--- src/rtl/xbar_pkg.sv ---
// Shared types and constants for the crossbar output arbiter slice.
package xbar_pkg;

    localparam int ports = 4;
    localparam int SELW  = $clog2(ports);

    typedef enum logic {
        ARB_IDLE,
        ARB_XFER
    } arb_state_t;

    // Increment with wrap-around at n; used for round-robin pointers.
    function automatic int wrap_inc(input int v, input int n);
        return (v + 1 >= n) ? 0 : v + 1;
    endfunction

endpackage

--- src/rtl/xbar_out_arbiter_if.sv ---
// Request/grant and mux-control bundle between crossbar inputs and the arbiter.
interface xbar_out_arbiter_if #(
    parameter int PORTS = xbar_pkg::ports
);
    localparam int SELW = (PORTS > 1) ? $clog2(PORTS) : 1;

    logic [PORTS-1:0]      req;
    logic [PORTS*SELW-1:0] dest;
    logic [PORTS-1:0]      gnt;
    logic [PORTS-1:0]      busy_in;
    logic [PORTS*SELW-1:0] mux_sel;
    logic [PORTS-1:0]      mux_en;
    logic [PORTS-1:0]      done;

    modport master (
        output req, dest,
        input  gnt, busy_in, mux_sel, mux_en, done
    );

    modport slave (
        input  req, dest,
        output gnt, busy_in, mux_sel, mux_en, done
    );

endinterface

--- src/rtl/xbar_rr_pick.sv ---
// Combinational round-robin picker: first set bit of eligible at or above ptr, wrapping.
module xbar_rr_pick #(
    parameter int PORTS = 4,
    parameter int SELW  = 2
) (
    input  logic [PORTS-1:0] eligible,
    input  logic [SELW-1:0]  ptr,
    output logic [SELW-1:0]  winner,
    output logic             valid
);

    always_comb begin
        // NOTE: every output gets a default before the search so no path leaves it unassigned (no latch).
        winner = '0;
        valid  = 1'b0;
        for (int k = 0; k < PORTS; k++) begin
            if (!valid && eligible[(int'(ptr) + k) % PORTS]) begin
                valid  = 1'b1;
                winner = SELW'((int'(ptr) + k) % PORTS);
            end
        end
    end

endmodule

--- src/rtl/xbar_out_arbiter.sv ---
// Per-output round-robin arbiter: fixed-length transfers, zero-bubble re-grant on the done beat.
module xbar_out_arbiter
    import xbar_pkg::*;
#(
    parameter int PORTS    = xbar_pkg::ports,
    parameter int XFER_LEN = 8
) (
    input  logic               clk,
    input  logic               rst,
    xbar_out_arbiter_if.slave  bus
);

    localparam int SELW = (PORTS > 1) ? $clog2(PORTS) : 1;
    localparam int CNTW = $clog2(XFER_LEN);
    localparam logic [CNTW-1:0] LAST = CNTW'(XFER_LEN - 1);

    arb_state_t       state [PORTS];
    logic [CNTW-1:0]  cnt   [PORTS];
    logic [SELW-1:0]  rr    [PORTS];

    logic [PORTS-1:0] busy;
    logic [PORTS-1:0] ending;
    logic [PORTS-1:0] free;
    logic [PORTS-1:0] elig   [PORTS];
    logic [SELW-1:0]  winner [PORTS];
    logic [PORTS-1:0] win_valid;

    // Which inputs are sourcing a transfer, and which of those finish this cycle.
    always_comb begin
        busy   = '0;
        ending = '0;
        for (int o = 0; o < PORTS; o++) begin
            if (bus.mux_en[o]) begin
                busy[bus.mux_sel[o*SELW +: SELW]] = 1'b1;
                if (bus.done[o]) ending[bus.mux_sel[o*SELW +: SELW]] = 1'b1;
            end
        end
    end

    assign bus.busy_in = busy;

    always_comb begin
        for (int o = 0; o < PORTS; o++) begin
            free[o] = (state[o] == ARB_IDLE) || bus.done[o];
            elig[o] = '0;
            for (int i = 0; i < PORTS; i++) begin
                elig[o][i] = bus.req[i]
                          && (int'(bus.dest[i*SELW +: SELW]) == o)
                          && (int'(bus.dest[i*SELW +: SELW]) < PORTS)
                          && !bus.gnt[i]
                          && (!busy[i] || ending[i]);
            end
        end
    end

    for (genvar o = 0; o < PORTS; o++) begin : g_pick
        xbar_rr_pick #(
            .PORTS (PORTS),
            .SELW  (SELW)
        ) u_pick (
            .eligible (elig[o]),
            .ptr      (rr[o]),
            .winner   (winner[o]),
            .valid    (win_valid[o])
        );
    end

    // NOTE: state is updated with non-blocking assignments so every output sees the pre-edge values.
    always_ff @(posedge clk) begin
        if (rst) begin
            for (int o = 0; o < PORTS; o++) begin
                state[o] <= ARB_IDLE;
                cnt[o]   <= '0;
                rr[o]    <= '0;
            end
            bus.mux_sel <= '0;
            bus.mux_en  <= '0;
            bus.gnt     <= '0;
            bus.done    <= '0;
        end else begin
            bus.gnt <= '0;
            for (int o = 0; o < PORTS; o++) begin
                if (free[o]) begin
                    if (win_valid[o]) begin
                        state[o]                     <= ARB_XFER;
                        cnt[o]                       <= '0;
                        bus.mux_sel[o*SELW +: SELW]  <= winner[o];
                        bus.mux_en[o]                <= 1'b1;
                        bus.gnt[winner[o]]           <= 1'b1;
                        rr[o]                        <= SELW'(wrap_inc(int'(winner[o]), PORTS));
                        bus.done[o]                  <= 1'b0;
                    end else begin
                        // mux_sel and rr deliberately hold their last values.
                        state[o]      <= ARB_IDLE;
                        cnt[o]        <= '0;
                        bus.mux_en[o] <= 1'b0;
                        bus.done[o]   <= 1'b0;
                    end
                end else begin
                    cnt[o]      <= cnt[o] + 1'b1;
                    bus.done[o] <= (cnt[o] + 1'b1 == LAST);
                end
            end
        end
    end

endmodule

--- src/flat_wrapper.sv ---
// flat-port wrapper written by rule: the top's interface ports become plain ports
module xbar_out_arbiter_flat import xbar_pkg::*;
#(
    parameter int PORTS    = xbar_pkg::ports,
    parameter int XFER_LEN = 8
)
  (clk, rst, bus_req, bus_dest, bus_gnt, bus_busy_in, bus_mux_sel, bus_mux_en, bus_done);
  xbar_out_arbiter_if #(.PORTS(PORTS)) bus_i ();
  input  logic clk;
  input  logic rst;
  input wire logic [$bits(bus_i.req)-1:0] bus_req;
  input wire logic [$bits(bus_i.dest)-1:0] bus_dest;
  output wire logic [$bits(bus_i.gnt)-1:0] bus_gnt;
  output wire logic [$bits(bus_i.busy_in)-1:0] bus_busy_in;
  output wire logic [$bits(bus_i.mux_sel)-1:0] bus_mux_sel;
  output wire logic [$bits(bus_i.mux_en)-1:0] bus_mux_en;
  output wire logic [$bits(bus_i.done)-1:0] bus_done;
  assign bus_i.req = bus_req;
  assign bus_i.dest = bus_dest;
  assign bus_gnt = bus_i.gnt;
  assign bus_busy_in = bus_i.busy_in;
  assign bus_mux_sel = bus_i.mux_sel;
  assign bus_mux_en = bus_i.mux_en;
  assign bus_done = bus_i.done;
  xbar_out_arbiter #(.PORTS(PORTS), .XFER_LEN(XFER_LEN)) u_core (.clk(clk), .rst(rst), .bus(bus_i));
endmodule
--- config.mk ---
export PLATFORM = sky130hd
export DESIGN_NAME = xbar_out_arbiter_flat
export DESIGN_NICKNAME = d
export VERILOG_FILES = /design/src/rtl/xbar_pkg.sv /design/src/rtl/xbar_out_arbiter_if.sv /design/src/rtl/xbar_rr_pick.sv /design/src/rtl/xbar_out_arbiter.sv /design/src/flat_wrapper.sv
export SDC_FILE = /design/constraint.sdc
export NUM_CORES = 1
export LEC_CHECK = 0
export ABC_AREA = 0
export ABC_CLOCK_PERIOD_IN_PS = 3300
export CORE_MARGIN = 3
export CORE_UTILIZATION = 61
export DETAILED_ROUTE_END_ITERATION = 16
export DONT_BUFFER_PORTS = 1
export PLACE_DENSITY = 0.82
export SYNTH_ARGS = -nofsm -noshare
export SYNTH_HDL_FRONTEND = slang
export SYNTH_HIERARCHICAL = 1
export SYNTH_SLANG_ARGS = --single-unit
--- constraint.sdc ---
create_clock -name clk -period 3.3 [get_ports clk]
set_input_delay 0.495 -clock clk [delete_from_list [all_inputs] [get_ports clk]]
set_output_delay 0.495 -clock clk [all_outputs]
set_load 0.1 [all_outputs]
==> summary.txt <==
Cells after synthesis: 341
Final hold vios: 0
Clock tree buffer depth: 2
Worst path most repeated cell: a31oi_1
GR Overflow Total: 0
Final setup violating endpoints: 0
Cts repair resizes: 0
FMAX: 335 MHz
Row cnt: 24
Netlist cell types: 42
Most frequent cell after synthesis: inv_1
Crit. End Element: flip-flop
Asr flop ratio synth: 0
Clock Root Buffer: clkbuf_8
DR DRC count: 0
Mapped cell area: 2970 µm²
Number of synthesized flops with an enable pin: 24
Critical Path Source Type: flip-flop
Leak: 1.28 nW
Hpwl dp: 5410 µm
Die W: 75.8 µm
Max IR drop VDD: 263 µV
Die outline area: 5750 µm²
Max stage delay cell, worst path: dfxtp_4
Met2 GRT Util: 0.398
Max Slew Vio Count: 0
Remaining antenna violation count: 0
Area leader, netlist: edfxtp_1
Fraction of layout cells with a size suffix above 1: 0.168
Total number of vias: 2638
DR vias/cell: 6.09
Core box area: 4530 µm²
CTS sink cnt: 44
RSZ-0062 raised after global routing: no
Crit path max-delay family: compound AO/OA/AOI/OAI gates
Layout area overhead: 13.8%
Post-Place Cell Area: 3290 µm²
Clk_skew: 0.00689 ns
Die Ht: 75.8 µm
Grt met1 use: 0.367
Psw: 584 µW
Status: complete, no violations
Avg Cell Area, Syn: 8.72 µm²
TritonCTS buffer count: 5
Critical Path RT: 3.39 ns
Critical Path Max Stage Delay: 0.58 ns
CP Data Arrival Time: 3.08 ns
CTS tree: built
Synth Warn #: 6
Vias in the first global route: 2434
Antenna violations before repair: 0
Cell Chain, Critical Path: and2b_4 -> a31oi_1 -> a31oi_1 -> a221o_1 -> a21oi_2 -> inv_1 -> ha_1 -> nor4b_1
Power, Total: 1.52 mW
PD cells: 449 nW/µm²
Clock H-tree levels: 2
Period Utilization, post-route: 0.905
Max-cap violation count: 0
# IOs: 38
Relative slew margins: 0.631
Largest net degree at the start of global routing: 41
Switching share of power: 0.385
WS Path Type: flip-flop to flip-flop
Most frequent cells after synthesis: 38 x inv_1, 35 x nand3_1, 25 x a21oi_1
Worst-skew pair later-pin latency: 0.30 ns
PortBufs: 0
Combinational share of power: 0.305
First-pass GRT wire length: 11300 µm
Hold_buf cts: 0
WL final: 6960 µm
Final nets: 405
Gr usage total: 0.260
DRT Pass-1 Iters: 5
CP bufs+invs: 1
Clk pwr share: 0.232
Top cells by area, synth: edfxtp_1 24%, dfxtp_1 13%, ha_1 10%
RD Place Congestion: 0.934
Clock Pin Slew Worst Setup and Hold Paths: 0.08 ns
Synth Flop Type: edfxtp_1
M3 GR Usage: 0.0554
WL/cell: 16.1 µm
Post-synth top area share: 0.242
Drt first-iter violations: 319
Post-synthesis sequential area ratio: 0.377
Fin area: 3380 µm²
Initial Util: 0.656
Pint: 935 µW
Hold Path Class: primary input to flip-flop
Global route hottest layer: met2
Maximum fanout along the worst path: 9
Post-CTS Setup Inserts: 0
Flop pwr share: 0.464
Synthesized flop and latch total: 44
Final Hold Slack: 0.268 ns
Post-route minimum period: 2.99 ns
Ant. Diodes: 0
Worst-Margin Slew: 0.546 ns
-- sequential cells by signal (all words and copies together) (netlist names) --
register,flops
u_core/bus.gnt,4
u_core/bus.mux_en,4
u_core/state,4
u_core/cnt,12
u_core/bus.mux_sel,8
u_core/bus.done,4
u_core/rr,8
-- final timing paths --
check	start	endpoint	slack, ns	cells after the start
setup / recovery	u_core/bus.mux_sel[6]	u_core/rr[0][1]	0.31	8
hold reg to reg	u_core/cnt[2][0]	u_core/cnt[2][0]	0.59	1
setup reg to reg	u_core/bus.mux_sel[6]	u_core/rr[0][1]	0.31	8
hold / removal	rst	u_core/bus.mux_sel[5]	0.27	1
-- per-stage QoR --
stage	utilization	setup TNS (ns)	std cells	setup WS, ns
after detailed placement	0.726	0	425	0.418
after global routing	0.746	0	433	0.114
after floorplan	-	-0.144	352	-0.0408
after global placement	0.726	0	425	0.500
after CTS	0.746	0	433	0.384
final	0.746	0	433	0.312
-- cells by family (layout without fill, tap and decap cells) --
logic type                 Yosys count  in the layout  share of synthesized area
AOI/OAI and AO/OA                   79             79                      0.168
DFF                                 44             44                      0.377
xor gates and xnor gates             4              4                     0.0118
buffers and inverters               54             70                     0.0728
and+or+nand+nor                    135            135                      0.268
other                                1             12                    0.00126
adders and majority gates           24             24                      0.101
-- power groups by stage --
stage          clock network, mW  registers (mW)  logic (mW)
6_report                   0.352           0.705       0.463
5_1_grt                    0.375           0.713       0.501
4_1_cts                    0.360           0.704       0.458
3_5_place_dp                   0           0.717       0.457
3_3_place_gp                   0           0.714       0.446
2_1_floorplan                  0           0.813       0.282
-- final cells by class --
class | count | area, µm²
Clock buffer | 8 | 90.1
Fill cell | 336 | 1150
Inverter | 42 | 158
Multi-Input combinational cell | 254 | 1760
Sequential cell | 44 | 1150
Tap cell | 65 | 81.3
Timing Repair Buffer | 20 | 150
-- routing by layer --
| layer | vias up | share of wire |
|---|---|---|
| met5 | - | 0 |
| met4 | 0 | 0.022 |
| met3 | 17 | 0.10 |
| met2 | 137 | 0.44 |
| met1 | 1204 | 0.44 |
| li1 | 1280 | - |
-- cells in the final DEF (no fill, tap or decap), types with 5 or more instances in the layout --
cell type,count
nor2_1,20
nand2b_1,16
edfxtp_1,24
clkbuf_8,6
a31oi_1,20
nand3b_1,15
nand3_1,35
inv_1,38
ha_1,24
nor2b_1,7
nand2_1,9
buf_4,20
a21oi_1,17
conb_1,12
o21ai_0,8
dfxtp_1,8
a41oi_1,5
dfxtp_2,8
a21oi_2,8
Note: power is estimated with default switching activity, not from simulation.
